--- src/rtl/fetch_queue.sv ---
// Fetch stage: sequential PC generation, credit-limited I-memory requests and a small
// instruction queue feeding decode. Optional FETCH_PERF_EN adds performance counters.
`ifndef AddrWidth
`define AddrWidth 32
`endif
`ifndef InstWidth
`define InstWidth 32
`endif

module fetch_queue #(
    parameter int unsigned      ADDR     = `AddrWidth,
    parameter int unsigned      INST     = `InstWidth,
    parameter int unsigned      QDEPTH   = 4,
    parameter logic [ADDR-1:0]  RESET_PC = '0
) (
    input  logic            clk,
    input  logic            reset_,
    output logic            ic_req_,
    output logic [ADDR-1:0] ic_addr,
    input  logic            ic_ready,
    input  logic            ic_valid_,
    input  logic [INST-1:0] ic_data,
    input  logic            redirect_,
    input  logic [ADDR-1:0] redirect_pc,
    input  logic            dec_stall,
    output logic            inst_e_,
    output logic [ADDR-1:0] inst_pc,
    output logic [INST-1:0] inst
`ifdef FETCH_PERF_EN
    ,
    output logic [31:0]     perf_stall_cyc,
    output logic [31:0]     perf_empty_cyc,
    output logic [31:0]     perf_drop_cnt
`endif
);

    localparam int unsigned PW = $clog2(QDEPTH);
    localparam int unsigned CW = PW + 1;
    localparam int unsigned DW = PW + 2;
    localparam logic [CW:0] QLIM = (CW+1)'(QDEPTH);

    logic [ADDR-1:0] pc_q;
    logic [CW-1:0]   count_q;
    logic [CW-1:0]   out_q;
    logic [DW-1:0]   drop_q;
    logic [PW-1:0]   rd_ptr_q, wr_ptr_q;
    logic [PW-1:0]   pf_rd_q, pf_wr_q;

    logic [ADDR-1:0] pf_mem [QDEPTH];
    logic [ADDR-1:0] q_pc   [QDEPTH];
    logic [INST-1:0] q_inst [QDEPTH];

    logic            redir, resp, req, accept, resp_drop, push, pop, empty;
    logic [CW:0]     credit_sum;
    logic [DW:0]     drop_sum;
    logic [DW-1:0]   drop_redir;

    always_comb begin
        redir      = !redirect_;
        resp       = !ic_valid_;
        empty      = (count_q == '0);
        credit_sum = {1'b0, count_q} + {1'b0, out_q};
        req        = reset_ && !redir && (credit_sum < QLIM);
        accept     = req && ic_ready;
        resp_drop  = resp && (drop_q != '0);
        push       = resp && !resp_drop && (out_q != '0);
        pop        = !empty && !dec_stall;
    end

    // On redirect every outstanding request becomes stale; a response landing in the
    // redirect cycle is retired here, and the counter saturates instead of wrapping.
    always_comb begin
        drop_sum = {1'b0, drop_q} + (DW+1)'(out_q);
        if (resp && (drop_sum != '0)) begin
            drop_sum = drop_sum - (DW+1)'(1);
        end
        drop_redir = drop_sum[DW] ? '1 : drop_sum[DW-1:0];
    end

    always_ff @(posedge clk or negedge reset_) begin
        if (!reset_) begin
            pc_q     <= RESET_PC;
            count_q  <= '0;
            out_q    <= '0;
            drop_q   <= '0;
            rd_ptr_q <= '0;
            wr_ptr_q <= '0;
            pf_rd_q  <= '0;
            pf_wr_q  <= '0;
        end else if (redir) begin
            pc_q     <= redirect_pc;
            count_q  <= '0;
            out_q    <= '0;
            drop_q   <= drop_redir;
            rd_ptr_q <= '0;
            wr_ptr_q <= '0;
            pf_rd_q  <= '0;
            pf_wr_q  <= '0;
        end else begin
            if (accept) begin
                pc_q    <= pc_q + ADDR'(4);
                pf_wr_q <= pf_wr_q + PW'(1);
            end
            if (push) begin
                wr_ptr_q <= wr_ptr_q + PW'(1);
                pf_rd_q  <= pf_rd_q + PW'(1);
            end
            if (pop) begin
                rd_ptr_q <= rd_ptr_q + PW'(1);
            end
            if (resp_drop) begin
                drop_q <= drop_q - DW'(1);
            end
            out_q   <= out_q + CW'(accept) - CW'(push);
            count_q <= count_q + CW'(push) - CW'(pop);
        end
    end

    // Storage needs no reset: the head is masked to zero whenever the queue is empty.
    always_ff @(posedge clk) begin
        if (accept) begin
            pf_mem[pf_wr_q] <= pc_q;
        end
        if (push && !redir) begin
            q_pc[wr_ptr_q]   <= pf_mem[pf_rd_q];
            q_inst[wr_ptr_q] <= ic_data;
        end
    end

    always_comb begin
        ic_req_ = !req;
        ic_addr = pc_q;
        inst_e_ = empty;
        inst_pc = empty ? '0 : q_pc[rd_ptr_q];
        inst    = empty ? '0 : q_inst[rd_ptr_q];
    end

`ifdef FETCH_PERF_EN
    always_ff @(posedge clk or negedge reset_) begin
        if (!reset_) begin
            perf_stall_cyc <= '0;
            perf_empty_cyc <= '0;
            perf_drop_cnt  <= '0;
        end else begin
            if (!empty && dec_stall) begin
                perf_stall_cyc <= perf_stall_cyc + 32'd1;
            end
            if (empty) begin
                perf_empty_cyc <= perf_empty_cyc + 32'd1;
            end
            if (resp && (redir || resp_drop)) begin
                perf_drop_cnt <= perf_drop_cnt + 32'd1;
            end
        end
    end
`endif

endmodule

--- config.mk ---
export PLATFORM = sky130hd
export DESIGN_NAME = fetch_queue
export DESIGN_NICKNAME = d
export VERILOG_FILES = /design/src/rtl/fetch_queue.sv
export SDC_FILE = /design/constraint.sdc
export NUM_CORES = 1
export LEC_CHECK = 0
export ABC_AREA = 1
export BUFFER_PORTS_ARGS = -buffer_cell sky130_fd_sc_hd__buf_2
export CORE_MARGIN = 8
export CORE_UTILIZATION = 42
export DETAILED_ROUTE_END_ITERATION = 6
export MAX_ROUTING_LAYER = met4
export RECOVER_POWER = 100
export SETUP_SLACK_MARGIN = 0.05
export SLEW_MARGIN = 20
export SYNTH_ARGS = -nofsm -noshare
export SYNTH_HDL_FRONTEND = slang
export SYNTH_SLANG_ARGS = --single-unit
--- constraint.sdc ---
create_clock -name clk -period 4.9 [get_ports clk]
set_input_delay 0.735 -clock clk [delete_from_list [all_inputs] [get_ports clk]]
set_output_delay 0.735 -clock clk [all_outputs]
set_load 0.02 [all_outputs]
==> results_dict.tcl, run 1 <==
set metrics [dict create \
    synthArstFlopShare_pct 11.52 \
    wire_per_inst_um 18.65 \
    final_layout_size_suffix_gt1_share_pct 8.758 \
    antenna_cells 0 \
    crit_start "rd_ptr_q[0]$_DFFE_PN0P_" \
    post_cts_buffers 0 \
    ioPinCount 168 \
    htreeDepth 2 \
    ys_ff_latch 434 \
    grt_max_degree 74 \
    start_util_pct 42.27 \
    cts_resized 0 \
    r2r-start "drop_q[1]$_DFFE_PN0P_" \
    cts-buffers-inserted 46 \
    grt_overflow 0 \
    p_leak_uw 0.007335 \
    drt_wl_total_um 42770 \
    avgViaCountPerCell 5.206 \
    synth_ff_type "edfxtp_1" \
    syn_area_um2 18090 \
    final_cell_mix "edfxtp_1 (384), nor2_1 (364), o21ai_0 (196)" \
    reg2reg_depth 7 \
    seq_area_um2 12790 \
    hp-class "primary input to flop" \
    tightest_slew_ps 2889 \
    cts_tree "yes" \
    cts_sinks 434 \
    drtIter0Drc 898 \
    clock_latency_ps 570 \
    grt.total_usage_pct 17.38 \
    max-slew-margin-rel_pct -92.61 \
    core_um2 42790 \
    hold_start "redirect_pc[1]" \
    ant_nets 0 \
    finalMaxSlewViolations 311 \
    routabilityCongestion 0.8265 \
    cts.clk_slew.worst_paths_ps 60 \
    dpl.hpwl_um 24930 \
    hold_violations 0 \
    tns_ps 0 \
    outcome "finished, violations left" \
    nets 1807 \
    antenna_found_initial 0 \
    critPathCaptureType "primary output" \
    arrival_ps 3510 \
    grt_pass1_vias 11791 \
    min_delay_path_depth 3 \
    final_common_cell "edfxtp_1" \
    avgSynthCellArea_um2 11.60 \
    cp_max_fo 73 \
    finish.instance_area_um2 20740 \
    root_buffer "clkbuf_16" \
    cts_hold_buf 0 \
    vdd_drop_max_mv 0.2791 \
    final.period_utilization_pct 86.72 \
    criticalPathCategory "flop to primary output" \
    reg2reg_slack_ps 800 \
    synth-seq-area-share_pct 70.66 \
    skew_ps 16.93 \
    dieArea_um2 49970 \
    max_cap_violations 5 \
    failed_checks "max-capacitance violations, max-slew violations" \
    drc 0 \
    critPathLaunchType "flop" \
    die_w_um 223.5 \
    grt_setup_unrepaired "no" \
    post-route-min-period_ps 4249 \
    crit_end "inst[6]" \
    syn2layout_area_growth_pct 14.66 \
    setup_viol 0 \
    multiInputGateArea_um2 4737 \
    synth-edff-count 384 \
    clock.fmax_ghz 0.2353 \
    fillers 3901 \
    crit_required_ps 4160 \
    p_per_area_nw_per_um2 488.8 \
    synthCells 1559 \
    place_area_um2 19490 \
    yosys_warnings 0 \
    cts_max_path_buffers 3 \
    syn_nets 1653 \
    ys_types 41 \
    io_buffers 167 \
    rr_endpoint "q_pc[1][26]$_DFFE_PP_" \
    rows 76 \
    dr.pass1.iters 6 \
    die_height_um 223.5 \
    dr_total_vias 11937 \
    power_uw 10140 \
    grt_pass1_wl_um 67300 \
]
state kept, by name, indices dropped and copies added (netlist names):
register and count:
q_inst 128, pf_wr_q 2, pf_rd_q 2, wr_ptr_q 2, out_q 3, rd_ptr_q 2
drop_q 4, count_q 3, pf_mem 128, ic_addr 32, q_pc 128
cells by family after synthesis:
logic type      share of synthesized area, %
flops                                  70.66
compound gates                         9.691
buf+inv                                3.258
simple gates                           13.54
xor+xnor                               1.065
fa+ha+maj                              1.785
through the flow:
step	utilization (%)	std cells	setup slack, ps	hold slack (ps)
after floorplan	-	1559	573.2	439.4
after global placement	45.55	2211	1541	521.2
after detailed placement	45.55	2211	1462	534.6
after CTS	49.04	2293	967.2	334.4
after global routing	48.47	2293	356.4	362.6
final	48.47	2293	650.6	372.0
worst min path at each step:
| stage | endpoint | slack [ps] |
|---|---|---|
| after global placement | wr_ptr_q[1]$_DFFE_PN0P_ | 520 |
| after CTS | q_inst[0][27]$_DFFE_PP_ | 330 |
| after detailed placement | wr_ptr_q[1]$_DFFE_PN0P_ | 530 |
| after global routing | ic_addr[0]$_DFFE_PN0P_ | 360 |
| after floorplan | count_q[0]$_DFF_PN0_ | 440 |
| final | ic_addr[1]$_DFFE_PN0P_ | 370 |
synthesized netlist by cell type, drive strengths merged, types with 15 or more instances:
library cell	number	share of area, %
buf	34	0.93
edfxtp	384	64
a21oi	74	2.1
nand3	37	1.1
nor3	15	0.64
o22ai	32	1.1
nand2	162	3.4
o21ai	202	5.6
inv	63	1.3
dfrtp	50	6.9
xor2	16	0.77
clkbuf	47	0.98
ha	21	1.5
nor2	376	7.9
metal layers:
metal	up-vias	track usage (%)	routed length, µm
met5	-	-	0
met4	0	4.907	824
met3	61	2.577	2293
met2	324	27.24	19960
met1	5789	23.56	19680
li1	5763	-	-
final cells by class:
class                           instances  share of cell area, %
Sequential cell                       434                  61.65
Multi-Input combinational cell        979                  22.84
Clock buffer                           57                  5.900
Timing Repair Buffer                  187                  3.831
Tap cell                              546                  3.294
Clock inverter                         25                  1.303
Inverter                               65                  1.182
power by group:
part / switching (µW) / leakage (µW) / internal, µW / total, µW
sequential: 242 / 0.00408 / 4190 / 4440
combinational: 1640 / 0.00252 / 597 / 2240
clock: 1430 / 0.000731 / 2040 / 3470
critical path, stage by stage, from the launching register on:
cell and delay [ps]:
dfrtp_4 760, inv_1 700, buf_4 640, o21ai_0 210, a21oi_1 230, clkbuf_1 260
Power figures use the tool's default switching activity.
==> run 2: changes to the inputs <==
--- a/config.mk
+++ b/config.mk
@@ -7,11 +7,12 @@
 export LEC_CHECK = 0
 export ABC_AREA = 1
 export BUFFER_PORTS_ARGS = -buffer_cell sky130_fd_sc_hd__buf_2
+export CAP_MARGIN = 20
 export CORE_MARGIN = 8
 export CORE_UTILIZATION = 42
 export DETAILED_ROUTE_END_ITERATION = 6
 export MAX_ROUTING_LAYER = met4
-export RECOVER_POWER = 100
+export RECOVER_POWER = 25
 export SETUP_SLACK_MARGIN = 0.05
 export SLEW_MARGIN = 20
 export SYNTH_ARGS = -nofsm -noshare
==> run 2 against run 1 <==
The flow finishes with violations (design-rule violations); sequential power hardly changed; first-iteration DRC count is 6.5% higher; final area rose by 0.98%; via count is 0.28% higher; total power grew 0.84%; clock power hardly changed; clock skew increased by 1.3 ps; routed wire length is 0.23% lower; critical endpoint is now inst[16]; largest power group unchanged; highest routed layer unchanged.
==> results_dict.tcl, run 2 (synthesis gave the netlist of run 1 again) <==
set metrics [dict create \
    grt_pass1_vias 11791 \
    htreeDepth 2 \
    finalMaxSlewViolations 0 \
    ioPinCount 168 \
    p_per_area_nw_per_um2 488.1 \
    avgViaCountPerCell 5.220 \
    critPathCaptureType "primary output" \
    grt_overflow 0 \
    path_cells "inv_2 -> buf_4 -> o21ai_0 -> a21oi_1 -> buf_2" \
    clock_latency_ps 570 \
    cp_max_fo 73 \
    critPathMaxStageDelay_ps 770 \
    fillers 3838 \
    die_height_um 223.5 \
    clock.fmax_ghz 0.2552 \
    grt_pass1_wl_um 67300 \
    drtIter0Drc 956 \
    cts_hold_buf 0 \
    dpl.hpwl_um 24930 \
    tightest_slew_ps 1042 \
    dr_total_vias 11970 \
    cts_resized 0 \
    post_cts_buffers 0 \
    wire_per_inst_um 18.61 \
    critPathSlowestCell "dfrtp_4" \
    hp-class "primary input to flop" \
    start_util_pct 42.27 \
    grt.total_usage_pct 17.38 \
    crit_required_ps 4160 \
    p_leak_uw 0.007673 \
    failed_checks "design-rule violations" \
    die_w_um 223.5 \
    grt_setup_unrepaired "no" \
    root_buffer "clkbuf_16" \
    cts_sinks 434 \
    multiInputGateArea_um2 4765 \
    fin_hold_ws_ps 371.3 \
    setup_viol 0 \
    criticalPathCategory "flop to primary output" \
    max-slew-margin-rel_pct 30.57 \
    finalCoreUtilization_pct 48.95 \
    final_cell_mix "edfxtp_1 (384), nor2_1 (363), o21ai_0 (196)" \
    antenna_found_initial 0 \
    tns_ps 0 \
    vdd_drop_max_mv 0.2791 \
    cts.clk_slew.worst_paths_ps 60 \
    final.period_utilization_pct 79.96 \
    rows 76 \
    nets 1807 \
    critPathLaunchType "flop" \
    hold_violations 0 \
    cts-buffers-inserted 46 \
    largestRegisters "pf_mem: 128 flops, q_inst: 128 flops, q_pc: 128 flops" \
    cts_max_path_buffers 3 \
    outcome "finished, violations left" \
    grt_max_degree 74 \
    drt_wl_total_um 42670 \
    ant_nets 0 \
    syn2layout_area_growth_pct 15.79 \
    seq_area_um2 12790 \
    antenna_cells 0 \
    dieArea_um2 49970 \
    max_cap_violations 0 \
    dr.pass1.iters 7 \
    skew_ps 18.24 \
    post-route-min-period_ps 3918 \
    final_common_cell "edfxtp_1" \
    drc 2 \
    cts_tree "yes" \
    arrival_ps 3180 \
    final_layout_size_suffix_gt1_share_pct 14.65 \
    io_buffers 167 \
    routabilityCongestion 0.8265 \
    core_um2 42790 \
]
[run 2: cell count changes in the layout (fill, tap and decap cells not counted), moves of 2 or more]
cell,change
inv_1,-3
clkbuf_2,-10
clkbuf_1,-95
inv_2,+4
buf_4,+11
buf_12,+2
buf_2,+92
[run 2: stage by stage]
stage	cells	area, µm²	setup slack, ps	total power (µW)
global placement	2211	19490	1541	6840
detailed placement	2211	19490	1462	6870
floorplan	1559	18090	573.2	5967
global route	2293	20950	707.9	10730
CTS	2293	20990	967.2	10360
finish	2293	20950	981.8	10220
[run 2: path summary, 6_finish.rpt]
kind                       cells after the start               startpoint  slack, ps                      end
max                                            5  rd_ptr_q[0]$_DFFE_PN0P_        980                 inst[16]
min                                            3           redirect_pc[1]        370   ic_addr[1]$_DFFE_PN0P_
max reg2reg                                   12       out_q[2]$_DFF_PN0_       1710       out_q[2]$_DFF_PN0_
min reg2reg                                    2  wr_ptr_q[1]$_DFFE_PN0P_        550  wr_ptr_q[1]$_DFFE_PN0P_
min in group asynchronous                      2                   reset_        400  ic_addr[22]$_DFFE_PN0N_
max in group asynchronous                      2                   reset_       3970  rd_ptr_q[0]$_DFFE_PN0P_
[run 2: critical path, delay by kind of cell, from the launching register on]
kind	cells	cell delay (ps)
compound gates	2	440
buf+inv	3	1290
flops	1	770
[run 2: layout make-up]
class,count,area share [%]
Sequential cell,434,61.05
Multi-Input combinational cell,979,22.75
Clock buffer,57,5.842
Timing Repair Buffer,187,4.636
Tap cell,546,3.262
Clock inverter,25,1.290
Inverter,65,1.171
[run 2: metal layers]
layer  GRT usage [%]  part of all wire, %
met5               -                    0
met4           4.907                  1.9
met3           2.577                  4.9
met2           27.24                   46
met1           23.56                   47
[run 2: report_power, final]
part           leakage, µW  total, µW  switching (µW)  internal, µW
logic              0.00286       2320            1630           686
clock network     0.000731       3470            1430          2040
registers          0.00408       4430             242          4190
total              0.00767      10200            3300          6920
==> run 3: changes to the inputs <==
==> constraint.sdc (replaced) <==
create_clock -name clk -period 3.93 [get_ports clk]
set_input_delay 0.5895 -clock clk [delete_from_list [all_inputs] [get_ports clk]]
set_output_delay 0.5895 -clock clk [all_outputs]
set_load 0.02 [all_outputs]
==> run 3 against run 2 <==
The run now ends clean; sequential power increased by 24%; largest power group unchanged; highest routed layer unchanged; register-to-register slack got worse by 510 ps; critical path depth unchanged; critical path type unchanged; clock-buffer cell count decreased by 1; global-route usage increased by 0.21 points; total power increased by 23%; flip-flop and latch count unchanged; die area unchanged.
==> results_dict.tcl, run 3 (synthesis gave the netlist of run 1 again) <==
set metrics [dict create \
    wire_per_inst_um 18.87 \
    final_cells 2298 \
    max_cap_violations 0 \
    die_w_um 223.5 \
    vdd_drop_max_mv 0.3877 \
    hp-class "primary input to flop" \
    nets 1811 \
    cts_resized 0 \
    io_buffers 167 \
    ant_nets 0 \
    htreeDepth 2 \
    largestRegisters "pf_mem: 128 flops, q_inst: 128 flops, q_pc: 128 flops" \
    cts_sinks 434 \
    core_um2 42790 \
    p_per_area_nw_per_um2 601.1 \
    hold_start "redirect_pc[0]" \
    hold_violations 0 \
    routabilityCongestion 0.8669 \
    p_leak_uw 0.007689 \
    ioPinCount 168 \
    final_common_cell "edfxtp_1" \
    root_buffer "clkbuf_16" \
    grt_pass1_vias 12016 \
    tns_ps 0 \
    post_cts_buffers 0 \
    grt_max_degree 66 \
    finalMaxSlewViolations 0 \
    post-route-min-period_ps 3272 \
    dieArea_um2 49970 \
    crit_start "rd_ptr_q[0]$_DFFE_PN0P_" \
    rows 76 \
    final.period_utilization_pct 83.25 \
    dr.pass1.iters 5 \
    critPathLaunchType "flop" \
    cts_tree "yes" \
    start_util_pct 42.27 \
    antenna_found_initial 0 \
    arrival_ps 2680 \
    antenna_cells 0 \
    grt_setup_unrepaired "no" \
    cts-buffers-inserted 46 \
    cts.clk_slew.worst_paths_ps 60 \
    clock.fmax_ghz 0.3057 \
    skew_ps 14.00 \
    finalCoreUtilization_pct 49.01 \
    die_height_um 223.5 \
    cts_hold_buf 0 \
    critPathCaptureType "primary output" \
    criticalPathCategory "flop to primary output" \
    setup_viol 0 \
    crit_required_ps 3340 \
    drtIter0Drc 943 \
    grt_pass1_wl_um 68190 \
    final_cell_mix "edfxtp_1 (384), nor2_1 (363), o21ai_0 (196)" \
    outcome "complete, no violations" \
    avgViaCountPerCell 5.244 \
    cts_max_path_buffers 3 \
    dpl.hpwl_um 25960 \
    grt_overflow 0 \
    drc 0 \
    clock_latency_ps 560 \
    syn2layout_area_growth_pct 15.94 \
    r2r-start "out_q[2]$_DFF_PN0_" \
    max-slew-margin-rel_pct 43.01 \
    grt.total_usage_pct 17.59 \
    numPlacedInstances 2215 \
    cp_max_fo 62 \
    dr_total_vias 12051 \
    drt_wl_total_um 43360 \
    final_layout_size_suffix_gt1_share_pct 14.73 \
    tightest_slew_ps 854.8 \
]
run 3: cell types whose count changed in the layout (fill, tap and decap cells not counted), sizes merged:
cell	change
clkinv	+4
buf	+3
bufinv	-1
clkinvlp	-1
run 3: worst paths after layout:
kind	to	slack, ps	cells past startpoint
max reg2reg	out_q[2]$_DFF_PN0_	1200	12
min reg2reg	rd_ptr_q[1]$_DFFE_PN0P_	550	2
max	inst_pc[2]	660	5
max in group asynchronous	rd_ptr_q[0]$_DFFE_PN0P_	2980	2
min	ic_addr[0]$_DFFE_PN0P_	240	3
min in group asynchronous	ic_addr[22]$_DFFE_PN0N_	390	2
run 3: layer usage:
| layer | vias up | share of wire, % | track usage [%] |
|---|---|---|---|
| met3 | 58 | 5.3 | 2.707 |
| li1 | 5779 | - | - |
| met1 | 5869 | 46 | 23.50 |
| met5 | - | 0 | - |
| met2 | 345 | 47 | 28.18 |
| met4 | 0 | 1.8 | 4.333 |
run 3: power by group:
group | leakage [µW] | switching, µW | internal, µW
clock | 0.000711 | 1740 | 2420
combinational | 0.00290 | 2070 | 878
sequential | 0.00408 | 265 | 5230
total | 0.00769 | 4080 | 8530
run 3: cell type report:
type,count,area (µm²)
clock buffers,56,1189
clock inverters,27,254.0
fillers,3864,21820
inverters,65,245.2
multi-input cells,979,4765
flip-flops and latches,434,12790
well taps,546,683.2
repair buffers,191,1050
run 3: worst max-delay path, stage by stage, from the launching register on:
cell and delay, ps:
dfrtp_4 660, inv_2 510, buf_12 320, o21ai_0 130, a21oi_1 230, buf_2 210
run 3: metrics by stage:
| stage | cell area (µm²) | worst slack [ps] | power [µW] | hold slack [ps] |
|---|---|---|---|---|
| final | 20970 | 658.4 | 12610 | 236.1 |
| after global routing | 20970 | 453.6 | 13220 | 227.8 |
| after CTS | 21010 | 602.0 | 12760 | 222.4 |
| after detailed placement | 19570 | 1210 | 8586 | 544.2 |
| after global placement | 19570 | 1218 | 8541 | 525.4 |
| after floorplan | 18090 | -394.1 | 7439 | 293.9 |
